$ cat config.mk
export PLATFORM = sky130hd
export DESIGN_NAME = alu_sequencer
export DESIGN_NICKNAME = d
export VERILOG_FILES = /design/src/rtl/alu_sequencer.sv
export SDC_FILE = /design/constraint.sdc
export NUM_CORES = 1
export LEC_CHECK = 0
export CAP_MARGIN = 10
export CORE_MARGIN = 2
export CORE_UTILIZATION = 55
export CTS_CLUSTER_DIAMETER = 150
export DETAILED_ROUTE_END_ITERATION = 6
export PLACE_DENSITY = 0.84
export SETUP_SLACK_MARGIN = 0.4
export SLEW_MARGIN = 20
export SYNTH_ARGS = -nofsm -noshare
export SYNTH_HDL_FRONTEND = slang
export SYNTH_SLANG_ARGS = --single-unit
$ cat constraint.sdc
create_clock -name clk -period 5.9 [get_ports clk]
set_input_delay 1.18 -clock clk [delete_from_list [all_inputs] [get_ports clk]]
set_output_delay 1.18 -clock clk [all_outputs]
set_load 0.005 [all_outputs]
$ cat src/rtl/alu_sequencer.sv
// Sequencer that owns a 4x8 register file and drives an external registered ALU.
// Each instruction takes three cycles: issue, wait for the ALU, write back.
module alu_sequencer #(
    parameter int DATA_W = 8
) (
    input  logic              clk,
    input  logic              rst,
    input  logic              instr_valid,
    output logic              instr_ready,
    input  logic [7:0]        instr,
    input  logic              ld_valid,
    output logic              ld_ready,
    input  logic [1:0]        ld_addr,
    input  logic [DATA_W-1:0] ld_data,
    output logic [DATA_W-1:0] alu_a,
    output logic [DATA_W-1:0] alu_b,
    output logic [1:0]        alu_opcode,
    input  logic [DATA_W-1:0] alu_result,
    output logic              done,
    output logic [DATA_W-1:0] done_data,
    output logic              zero,
    input  logic [1:0]        rd_addr,
    output logic [DATA_W-1:0] rd_data
);

    localparam logic [1:0] IDLE = 2'd0;
    localparam logic [1:0] EXEC = 2'd1;
    localparam logic [1:0] WB   = 2'd2;

    logic [1:0]        state_q,     state_d;
    logic [DATA_W-1:0] regfile_q [4];
    logic [DATA_W-1:0] regfile_d [4];
    logic [DATA_W-1:0] alu_a_q,     alu_a_d;
    logic [DATA_W-1:0] alu_b_q,     alu_b_d;
    logic [1:0]        opcode_q,    opcode_d;
    logic [1:0]        dst_q,       dst_d;
    logic              done_q,      done_d;
    logic [DATA_W-1:0] done_data_q, done_data_d;
    logic              zero_q,      zero_d;

    logic [1:0] instrOp;
    logic [1:0] instrDst;
    logic [1:0] instrSrcA;
    logic [1:0] instrSrcB;

    assign instrOp   = instr[7:6];
    assign instrDst  = instr[5:4];
    assign instrSrcA = instr[3:2];
    assign instrSrcB = instr[1:0];

    // A load in the same cycle wins; the instruction simply waits for the next IDLE cycle.
    assign ld_ready    = (state_q == IDLE);
    assign instr_ready = (state_q == IDLE) && !ld_valid;

    always_comb begin
        state_d     = state_q;
        regfile_d   = regfile_q;
        alu_a_d     = alu_a_q;
        alu_b_d     = alu_b_q;
        opcode_d    = opcode_q;
        dst_d       = dst_q;
        done_d      = 1'b0;
        done_data_d = done_data_q;
        zero_d      = zero_q;

        case (state_q)
            IDLE: begin
                if (ld_valid) begin
                    regfile_d[ld_addr] = ld_data;
                end else if (instr_valid) begin
                    alu_a_d  = regfile_q[instrSrcA];
                    alu_b_d  = regfile_q[instrSrcB];
                    opcode_d = instrOp;
                    dst_d    = instrDst;
                    state_d  = EXEC;
                end
            end
            EXEC: begin
                state_d = WB;
            end
            WB: begin
                // The ALU output is registered, so it is valid only now, one cycle after EXEC.
                regfile_d[dst_q] = alu_result;
                done_data_d      = alu_result;
                zero_d           = (alu_result == '0);
                done_d           = 1'b1;
                state_d          = IDLE;
            end
            default: begin
                state_d = IDLE;
            end
        endcase
    end

    always_ff @(posedge clk or posedge rst) begin
        if (rst) begin
            state_q     <= IDLE;
            for (int i = 0; i < 4; i++) begin
                regfile_q[i] <= '0;
            end
            alu_a_q     <= '0;
            alu_b_q     <= '0;
            opcode_q    <= 2'b00;
            dst_q       <= 2'b00;
            done_q      <= 1'b0;
            done_data_q <= '0;
            zero_q      <= 1'b1;
        end else begin
            state_q     <= state_d;
            for (int i = 0; i < 4; i++) begin
                regfile_q[i] <= regfile_d[i];
            end
            alu_a_q     <= alu_a_d;
            alu_b_q     <= alu_b_d;
            opcode_q    <= opcode_d;
            dst_q       <= dst_d;
            done_q      <= done_d;
            done_data_q <= done_data_d;
            zero_q      <= zero_d;
        end
    end

    assign alu_a      = alu_a_q;
    assign alu_b      = alu_b_q;
    assign alu_opcode = opcode_q;
    assign done       = done_q;
    assign done_data  = done_data_q;
    assign zero       = zero_q;
    assign rd_data    = regfile_q[rd_addr];

endmodule

==> impl_metrics.ini <==
[worst_setup_path]
setup.worst_path.end_class = output pin
crit_path_start_kind = input pin
worst_setup_path_startpoint = rd_addr[1]
crit-reg2reg-launch = state_q[0]
critPathArrivalTime_ns = 3.10
critical_path.max_fanout = 8
timing_worst_setup_path_type = in -> out
worstPathRequired_ns = 4.72

[synth]
synth_area_per_cell_sq_um = 13.03
post_synth_num_cell_types = 30
synth.area.top_cells = sky130_fd_sc_hd__dfrtp_1 44%, sky130_fd_sc_hd__mux2_2 15%, sky130_fd_sc_hd__mux4_2 15%
number_of_instances_in_the_synthesized_netlist = 276
synth.largest_area_cell = sky130_fd_sc_hd__dfrtp_1
ys_seq_area_share_pct = 44.57
synth_top_cell_area_share_pct = 43.84
synth.net_count = 308
synthesis.area_sq_um = 3596
yosys_warnings = 0
ys_ff_latch = 64

[place]
hpwlAfterDp_um = 5913
placement.cell_area_sq_um = 4300
port-buffer-count = 69
gp_congestion = 0.8421
dp.cells = 400

[detailed_routing]
vias_per_inst = 6.605
final_antenna_net_count = 0
first_pass_iters = 5
route.vias.total = 2741
first_iter_violations = 293
detail_route.drc_violations = 0
postRouteWirelength_um = 8946
drt-wirelength-per-cell_um = 21.56

[flow_run]
max_cap_violations = 0

[power]
power_density_nw_per_um2 = 304.9
total_leakage_power_uw = 0.001879
irDropWorstVdd_mv = 0.2090

[sta]
final_min_period_over_clock_period_pct = 72.48
slew-limit-headroom_pct = 25.97
tightest_slew_ns = 1.110
timing.clock.skew_ns = 0.009456
setup-violations-final = 0
final_total_negative_setup_slack_ns = 0
hold_violations = 0
finalWorstPathRequiredPeriod_ns = 4.276
final_max_slew_viol_count = 0
fmax_mhz = 233.9
rsz0062_at_grt = false

[finish]
layout.cell_area.non_filler_sq_um = 4474
layout.cells.non_filler = 415
n_fill_cell = 430
seq_area_sq_um = 1603
area_delta_synth_final_pct = 24.43
n_antenna_cell = 0
nNetsFinal = 366
post_route_cells_drive_above_1_share_pct = 28.11
footprint_of_the_multi_input_gates_sq_um = 1858

[floorplan]
initial_utilization_pct = 56.63
floorplan.die_area_sq_um = 7201
io_pins = 70
die_width_um = 84.86
die_height_um = 84.86
core_area_sq_um = 6350
placementRows = 29

[global_route]
grt_antenna_before_repair = 0
globalRouteOverflowTotal = 0
via_count_of_the_first_global_routing_pass = 2743
grt_use_total_pct = 26.74
grt_start_max_net_pins = 65
grt_pass1_wl_um = 14620

[clocking]
postCtsSetupBuffers = 0
cts_tree = yes
cts_hold_buffers = 0
cts-htree-levels = 3
tritoncts_buffers = 9
number_of_resized_instances_in_the_post_cts_repair_step = 0
clock_insertion_delay_worst_skew_ns = 0.34
clkSinkCount = 64
ctsLongestPathBuffers = 2
clk_root_buffer_cell = sky130_fd_sc_hd__clkbuf_8
worst_setup_hold_path_clk_slew_ns = 0.06

[worst_hold_path]
type_of_the_worst_min_delay_path = reg -> reg
worst_hold_startpoint = zero

[status]
run_status = complete, no violations
[synth_stat cells (all sizes together)]
| master | number |
|---|---|
| and2 | 1 |
| nor3b | 1 |
| mux4 | 24 |
| nor4b | 1 |
| clkinv | 1 |
| clkbuf | 16 |
| dfrtp | 63 |
| and3b | 2 |
| nor2 | 2 |
| nor2b | 10 |
| inv | 9 |
| mux2 | 50 |
| nand4 | 1 |
| or3b | 1 |
| a2bb2oi | 2 |
| nor3 | 1 |
| dfstp | 1 |
| nor4 | 2 |
| nand2b | 11 |
| a32o | 23 |
| or2 | 1 |
| o22ai | 2 |
| nor4bb | 1 |
| nand3 | 3 |
| o32ai | 11 |
| buf | 8 |
| nand2 | 28 |
[flip-flops by register name, summed over array words and instances (netlist names), 2 cells and up]
name,cells
dst_q,2
state_q,2
alu_b,8
alu_a,8
done_data,8
alu_opcode,2
regfile_q,32
[layout make-up]
| class | instances | share of cell area, % |
|---|---|---|
| timing repair buffer | 71 | 15.77 |
| clock buffer | 13 | 3.551 |
| multi-input combinational | 178 | 41.53 |
| tap | 77 | 2.153 |
| sequential | 64 | 35.82 |
| inverter | 10 | 0.8389 |
| clock inverter | 2 | 0.3356 |
[placed cells by master, fill, tap and decap left out, types with 9 or more instances in the layout]
cell and instances:
sky130_fd_sc_hd__nand2_1 28, sky130_fd_sc_hd__dfrtp_1 63, sky130_fd_sc_hd__mux4_2 24, sky130_fd_sc_hd__o32ai_1 9
sky130_fd_sc_hd__clkdlybuf4s50_1 69, sky130_fd_sc_hd__a32o_1 23, sky130_fd_sc_hd__nor2b_1 10, sky130_fd_sc_hd__nand2b_1 11
sky130_fd_sc_hd__mux2_2 49, sky130_fd_sc_hd__clkbuf_8 11
[worst paths after layout]
path,endpoint,slack [ns],cells after the start
max,rd_data[6],1.62,3
min,zero,0.46,2
min in group asynchronous,state_q[1],1.40,3
max reg2reg,alu_b[3],3.47,3
min reg2reg,zero,0.46,2
max in group asynchronous,regfile_q[4],3.96,3
[worst max-delay path, stage by stage]
cell and delay, ns:
sky130_fd_sc_hd__clkdlybuf4s50_1 0.86, sky130_fd_sc_hd__mux4_2 0.59, sky130_fd_sc_hd__clkdlybuf4s50_1 0.46
[per-stage QoR]
step | util, % | power (uW) | setup WS [ns] | hold WS, ns
after floorplan | - | 826.0 | 2.576 | 0.4482
after global placement | 67.72 | 1014 | 1.608 | 0.4475
after detailed placement | 67.72 | 1030 | 1.606 | 0.4484
after CTS | 70.46 | 1372 | 1.583 | 0.4589
after global routing | 70.46 | 1433 | 1.533 | 0.4844
final | 70.46 | 1364 | 1.624 | 0.4580
[per-layer routing]
metal,track usage [%],up-vias,routed length (um)
met5,0,-,0
met1,36.60,1400,3719
met3,7.296,20,655
met2,41.30,142,4393
met4,10.25,0,177
li1,-,1179,-
[cells by family after synthesis]
logic type / after synthesis / share of synthesized area (%)
mux: 74 / 30.69
simple gates: 66 / 9.673
flops: 64 / 44.57
compound gates: 38 / 11.31
buf+inv: 34 / 3.758
[power by group]
group	switching [uW]	leakage (uW)	internal (uW)
registers	77.3	0.000835	535
logic	140	0.000962	270
clock network	169	0.0000817	174
Note: power is estimated with default switching activity, not from simulation.
